--- src/rtl/wb_write_queue.sv ---
// -----------------------------------------------------------------------------
// wb_write_queue
//
// Write-back request buffer between the MEM/WB pipeline register and the
// register-file write port. Requests arrive over a valid/ready handshake, are
// queued in a small FIFO, and drain one per cycle into registered
// wr_en/wr_addr/wr_data outputs. Writes to X31 (zero register) are accepted,
// counted in drop_cnt, and never queued or issued.
//
// Optional feature macro: WB_FWD_EN
//   defined   : rd_addr is compared against every valid queue entry and the
//               in-flight output register; fwd_hit/fwd_data report the
//               youngest match (queue entries outrank the output register).
//   undefined : fwd_hit/fwd_data tied to 0, rd_addr ignored.
//
// Parameters
//   DEPTH  FIFO entries, power of two in 2..8
//   DW     data width
//
// Ports
//   clk       in   rising-edge clock
//   rst_n     in   asynchronous active-low reset
//   in_valid  in   request present
//   in_ready  out  buffer can accept (count != DEPTH)
//   in_addr   in   destination register index
//   in_data   in   write data
//   wr_stall  in   register-file port blocked, no pop this edge
//   wr_en     out  registered write strobe
//   wr_addr   out  registered write index
//   wr_data   out  registered write data
//   count     out  occupied entries
//   drop_cnt  out  discarded X31 writes, wraps at 256
//   rd_addr   in   forwarding lookup index
//   fwd_hit   out  forwarding lookup matched
//   fwd_data  out  forwarded value
// -----------------------------------------------------------------------------
module wb_write_queue #(
    parameter int DEPTH = 2,
    parameter int DW    = 64
) (
    input  logic                     clk,
    input  logic                     rst_n,
    input  logic                     in_valid,
    output logic                     in_ready,
    input  logic [4:0]               in_addr,
    input  logic [DW-1:0]            in_data,
    input  logic                     wr_stall,
    output logic                     wr_en,
    output logic [4:0]               wr_addr,
    output logic [DW-1:0]            wr_data,
    output logic [$clog2(DEPTH):0]   count,
    output logic [7:0]               drop_cnt,
    input  logic [4:0]               rd_addr,
    output logic                     fwd_hit,
    output logic [DW-1:0]            fwd_data
);

    localparam int AW = $clog2(DEPTH);
    localparam int CW = AW + 1;
    localparam logic [4:0] ZERO_REG = 5'd31;

    // Queue storage; not reset, validity is tracked by head/count.
    logic [4:0]    mem_addr [DEPTH];
    logic [DW-1:0] mem_data [DEPTH];

    logic [AW-1:0] head_reg;
    logic [AW-1:0] tail_reg;
    logic [CW-1:0] count_reg;
    logic [CW-1:0] count_next;
    logic [7:0]    drop_cnt_reg;
    logic          wr_en_reg;
    logic [4:0]    wr_addr_reg;
    logic [DW-1:0] wr_data_reg;

    logic push_fire;
    logic push_drop;
    logic push_en;
    logic pop_en;

    // Ready depends only on occupancy: a same-cycle pop never frees a slot
    // for a push into a full buffer.
    assign in_ready  = (count_reg != CW'(DEPTH));
    assign push_fire = in_valid && in_ready;
    assign push_drop = push_fire && (in_addr == ZERO_REG);
    assign push_en   = push_fire && (in_addr != ZERO_REG);
    // Pop looks at the pre-edge count, so a push into an empty buffer is
    // never bypassed to the output at the same edge.
    assign pop_en    = (count_reg != '0) && !wr_stall;

    assign count_next = count_reg + CW'(push_en) - CW'(pop_en);

    always_ff @(posedge clk) begin
        if (push_en) begin
            mem_addr[tail_reg] <= in_addr;
            mem_data[tail_reg] <= in_data;
        end
    end

    always_ff @(posedge clk or negedge rst_n) begin
        if (!rst_n) begin
            head_reg     <= '0;
            tail_reg     <= '0;
            count_reg    <= '0;
            drop_cnt_reg <= '0;
            wr_en_reg    <= 1'b0;
            wr_addr_reg  <= '0;
            wr_data_reg  <= '0;
        end else begin
            count_reg <= count_next;
            if (push_en) begin
                tail_reg <= tail_reg + AW'(1);
            end
            if (push_drop) begin
                drop_cnt_reg <= drop_cnt_reg + 8'd1;
            end
            wr_en_reg <= pop_en;
            if (pop_en) begin
                wr_addr_reg <= mem_addr[head_reg];
                wr_data_reg <= mem_data[head_reg];
                head_reg    <= head_reg + AW'(1);
            end
        end
    end

    assign wr_en    = wr_en_reg;
    assign wr_addr  = wr_addr_reg;
    assign wr_data  = wr_data_reg;
    assign count    = count_reg;
    assign drop_cnt = drop_cnt_reg;

`ifdef WB_FWD_EN
    // Per-slot match: slot is valid when its age behind head is < count.
    logic [DEPTH-1:0] slot_match;

    genvar gi;
    generate
        for (gi = 0; gi < DEPTH; gi++) begin : g_slot
            logic [AW-1:0] age;
            assign age            = AW'(gi) - head_reg;
            assign slot_match[gi] = ({1'b0, age} < count_reg) &&
                                    (mem_addr[gi] == rd_addr);
        end
    endgenerate

    logic          fwd_hit_c;
    logic [DW-1:0] fwd_data_c;
    logic [AW-1:0] idx;

    // Output register first, then queue entries oldest to youngest, so the
    // youngest match wins and any queue match outranks the output register.
    always_comb begin
        fwd_hit_c  = 1'b0;
        fwd_data_c = '0;
        idx        = '0;
        if (rd_addr != ZERO_REG) begin
            if (wr_en_reg && (wr_addr_reg == rd_addr)) begin
                fwd_hit_c  = 1'b1;
                fwd_data_c = wr_data_reg;
            end
            for (int k = 0; k < DEPTH; k++) begin
                idx = head_reg + AW'(k);
                if (slot_match[idx]) begin
                    fwd_hit_c  = 1'b1;
                    fwd_data_c = mem_data[idx];
                end
            end
        end
    end

    assign fwd_hit  = fwd_hit_c;
    assign fwd_data = fwd_data_c;
`else
    logic unused_rd_addr;
    assign unused_rd_addr = ^rd_addr;
    assign fwd_hit        = 1'b0;
    assign fwd_data       = '0;
`endif

endmodule

--- config.mk ---
export PLATFORM = sky130hd
export DESIGN_NAME = wb_write_queue
export DESIGN_NICKNAME = d
export VERILOG_FILES = /design/src/rtl/wb_write_queue.sv
export SDC_FILE = /design/constraint.sdc
export NUM_CORES = 1
export LEC_CHECK = 0
export ABC_AREA = 1
export BUFFER_PORTS_ARGS = -buffer_cell sky130_fd_sc_hd__buf_2
export CELL_PAD_IN_SITES_DETAIL_PLACEMENT = 0
export CELL_PAD_IN_SITES_GLOBAL_PLACEMENT = 1
export CORE_MARGIN = 5
export CORE_UTILIZATION = 42
export DETAILED_ROUTE_END_ITERATION = 6
export HOLD_SLACK_MARGIN = 0.06
export PLACE_DENSITY_LB_ADDON = 0.08
export SLEW_MARGIN = 20
export SYNTH_ARGS = -nofsm -noshare
export SYNTH_HDL_FRONTEND = slang
export SYNTH_SLANG_ARGS = --single-unit
--- constraint.sdc ---
create_clock -name clk -period 4.8 [get_ports clk]
set_clock_uncertainty 0.2 [all_clocks]
set_input_delay 0.24 -clock clk [delete_from_list [all_inputs] [get_ports clk]]
set_output_delay 0.24 -clock clk [all_outputs]
set_load 0.1 [all_outputs]
## After elaboration in Yosys (flattened, before gate mapping)

Memory sizes are Yosys's and may differ from the RTL's. A register that Yosys moved wholly into a read port is not among the register bits.
Index checks and enable logic that the tools add are counted.

- Bits in registers: 13
- Output and inout port bits: 146
- Latch bits: 0
- RAM bits: 138
- Bits of input ports: 78
- Memories: 2
- ROM bits: 0

Memories:

| memory | words | bits a word | read ports | clocked after memory_dff | write ports | RTL line | text |
|---|---|---|---|---|---|---|---|
| mem_data | 2 | 64 | 1 | 1 | 1 | 64 | `logic [DW-1:0] mem_data [DEPTH];` |
| mem_addr | 2 | 5 | 1 | 1 | 1 | 63 | `logic [4:0] mem_addr [DEPTH];` |

- Multiply operators: 0
- Bitwise logic cells: 0
- $add $sub $neg: 5
- Muxes and demuxes: 2
- $lt $le $gt $ge: 0
- Reductions and logical operators: 8
- Shift operators: 0
- Divide/modulo/power cells: 0
- Equality and inequality tests: 3

Operators with widths:

| operator | number |
|---|---|
| 8-bit by 1-bit adder with 8-bit output, second input constant | 1 |
| 5-bit == test, second input constant | 1 |
| 5-bit inequality test, second input constant | 1 |
| 1-bit logical AND | 4 |
| 1-bit logical NOT | 3 |
| 1-bit adder, second input constant | 2 |
| 2-bit by 1-bit adder with 2-bit output | 1 |
| 1-bit 2-to-1 mux | 2 |
| 2-bit inequality test, second input constant | 1 |
| 2-bit nonzero test | 1 |
| 2-bit by 1-bit subtractor with 2-bit output | 1 |

## Logic depth before layout (Yosys ltp)

- Word-level depth: 5
- Mapped depth: 11

## Worst setup path before layout

No wires, ideal clock.

- Path kind: flip-flop to flip-flop
- Start: reg count_reg[0], in the netlist count[0]
- End: mem mem_addr[1][0], enable pin
- Period minus slack after synthesis: 5.758 ns
- Required time: 4.102 ns
- Arrival time: 5.060 ns
- Stages on the path, launching flop included: 7
- Setup slack: -0.958 ns
- Setup time: 0.498 ns
- Cells stage by stage: dfrtp_1 > inv_1 > nand2_1 > nand2_1 > inv_1 > nand2_1 > nor2_1

- Cells in the longest elaborated chain, start to end: 5

RTL lines:

| what | RTL line | text |
|---|---|---|
| start, declared | 68 | `logic [CW-1:0] count_reg;` |
| start signal, assigned | 109 | `count_reg <= count_next;` |
| 2-bit inequality test | 82 | `assign in_ready = (count_reg != CW'(DEPTH));` |
| via in_ready | 44 | `output logic in_ready,` |
| 1-bit logical AND | 83 | `assign push_fire = in_valid && in_ready;` |
| 1-bit logical AND | 85 | `assign push_en = push_fire && (in_addr != ZERO_REG);` |
| 1-bit 2-to-1 mux | 93 | `if (push_en) begin` |
| 1-bit 2-to-1 mux (not written as such) | 94 | `mem_addr[tail_reg] <= in_addr;` |
| end, declared | 63 |  |

The timed path passes the listed nets, and every way through them passes these cells.

## Worst setup path in the final report

- Start: reg count_reg[0], in the netlist count[0]
- End: mem mem_data[1][46], enable pin

- Cells in the longest elaborated chain, start to end: 5

RTL lines:

| what | RTL line | text |
|---|---|---|
| 2-bit inequality test | 82 |  |
| 1-bit logical AND | 83 |  |
| 1-bit logical AND | 85 |  |
| 1-bit 2-to-1 mux | 93 |  |
| 1-bit 2-to-1 mux (not written as such) | 95 | `mem_data[tail_reg] <= in_data;` |
| end, declared | 64 |  |

No other way between the ends.

==> results.tsv <==
metric	value	unit
setup_slack	2.12	ns
wl	18.4	mm
antenna_cells	0	
rsz0062_at_grt	no	
synth_cells	675	
async_flop_share	0.373	
cp.arrival	2.64	ns
synth_edf_count	138	
yosysWarnings	0	
dr.pass1.iters	4	
nets	985	
path_max_fanout	29	
endpoint	mem_data[1][46]	
cts_sinks	220	
status	completed	
post-route-min-period	2.68	ns
synth_area	8560	sq um
grt_pass1_wl	29.0	mm
die_h	153	um
ys.flop_type	edfxtp_1	
min_period_over_period	0.558	
drc	0	
synth-seq-cells	220	
worstSetupPathType	reg -> reg	
wl_per_cell	15.4	um
clock_latency	0.51	ns
cp.required	4.76	ns
setup_violations	0	
numPortBuffers	153	
antenna_found_initial	1	
grt_pass1_vias	5547	
path_clk_slew	0.06	ns
cts_tree	built	
hp-class	in -> reg	
ff2ff_setup_slack	2.12	ns
hpwlAfterDp	11.3	mm
synth_cell_type_count	21	
max_freq	374	MHz
dpl_worst_slack	2.07	ns
rr_worst_depth	7	
fp.coreArea	20200	sq um
worstSetupEndpointType	flip-flop	
cts_root_buf	clkbuf_16	
die-area	23300	sq um
setup_tns	0	ns
rows	52	
ant_nets	0	
syn2layout_area_growth	27.1	%
crit_path_start_kind	flip-flop	
drv_cap	0	
yosysSeqAreaShare	0.724	
syn_avg_cell_area	12.7	sq um
viasPerCell	4.59	
worstMarginPinSlew	0.893	ns
placed_cells	1075	
die_width	153	um
drv_slew	0	
dr.first_iter.drc_count	213	
place_congestion	0.726	
grt_use_total	0.154	
layout-drive-gt1-share	0.222	
cts_max_level	1	
r2r-start	count[0]	
clockBufferDepth	3	
reg2reg_to	mem_data[1][46]	
hold_viol	0	
largest_reg_flops	128	
cts_buffers	25	
grt_max_degree	87	
start_util	0.424	
io_pins	224	
synth_top_area_share	0.484	
synth_top_cell_by_area	edfxtp_1	
max-slew-margin-rel	0.405	
ctsResizeCount	0	
instances_no_fill	1194	
vias	5478	
synth_area_leaders	edfxtp_1, dfrtp_1, nor2_1, buf_4, o31ai_1	
crit_start	count[0]	
overflow	0	
-- critical path: stages (launching register included) --
cell and delay (ns):
dfrtp_1 0.44, inv_1 0.06, nand2_1 0.07, nand2_1 0.07
inv_1 0.11, nand2_1 0.18, nor2_4 0.71, buf_4 0.46
-- metrics by stage --
step,util,hold WS (ns),area (sq um)
6_report,0.539,0.253,10900
5_1_grt,0.539,0.235,10900
4_1_cts,0.539,0.226,10900
3_5_place_dp,0.462,0.0488,9320
3_3_place_gp,0.462,0.0454,9320
2_1_floorplan,-,-0.256,8800
-- per-layer routing --
layer / routed length (um) / global-route usage
met1: 7470 / 0.186
met2: 9230 / 0.272
met3: 1340 / 0.0435
met4: 388 / 0.0386
met5: 12 / 0
-- repair_timing --
item,in CTS,in global routing
buffers inserted,0,0
endpoints found under the setup margin,0,0
hold buffers,73,0
hold endpoints to repair,179,0
-- cell usage after synthesis (2+ instances only) --
cell type	count
nor2_1	147
dfrtp_1	82
buf_1	4
o31ai_1	69
inv_1	10
ha_1	2
buf_4	73
nand3_1	5
xor2_1	3
edfxtp_1	138
xnor2_1	2
buf_6	5
buf_2	13
nand2_1	115
-- cell type report --
cell class	count	area, sq um
fillers	1731	9290
flip-flops and latches	220	6200
multi-input cells	413	1900
repair buffers	234	1570
clock buffers	30	674
well taps	270	338
clock inverters	16	158
inverters	11	41.3
-- worst min-delay path by stage --
stage | cells after the start | slack [ns] | start | end
2_1_floorplan | 0 | -0.26 | rst_n | count[0]
3_3_place_gp | 1 | 0.05 | rst_n | drop_cnt[2]
3_5_place_dp | 1 | 0.05 | rst_n | drop_cnt[2]
4_1_cts | 2 | 0.23 | in_data[20] | mem_data[1][20]
5_1_grt | 2 | 0.24 | in_data[19] | mem_data[1][19]
6_report | 2 | 0.25 | in_data[20] | mem_data[0][20]
-- cell usage in the layout (no fill, tap or decap), types with 3 or more instances in the layout --
cell,instances
buf_2,152
buf_4,8
bufinv_16,3
clkbuf_16,25
clkbuf_8,3
clkinv_1,6
clkinv_2,4
conb_1,65
dfrtp_1,81
dlygate4sd3_1,73
edfxtp_1,138
inv_1,10
nand2_1,115
nand3_1,5
nor2_1,145
o31ai_1,69
xor2_1,3
-- logic make-up after synthesis --
logic type,count (synthesis),share of synthesized area
AND/OR/NAND/NOR,269,0.120
flip-flops,220,0.724
buffers and inverters,106,0.0848
AO/OA/AOI/OAI,72,0.0630
XOR/XNOR,5,0.00512
adder cells (fa/ha/maj),2,0.00292
other,1,0.000438
Power is left out: the tool's default activity adds up to more than one toggle a clock period on the data nets, which glitch-free logic cannot reach.
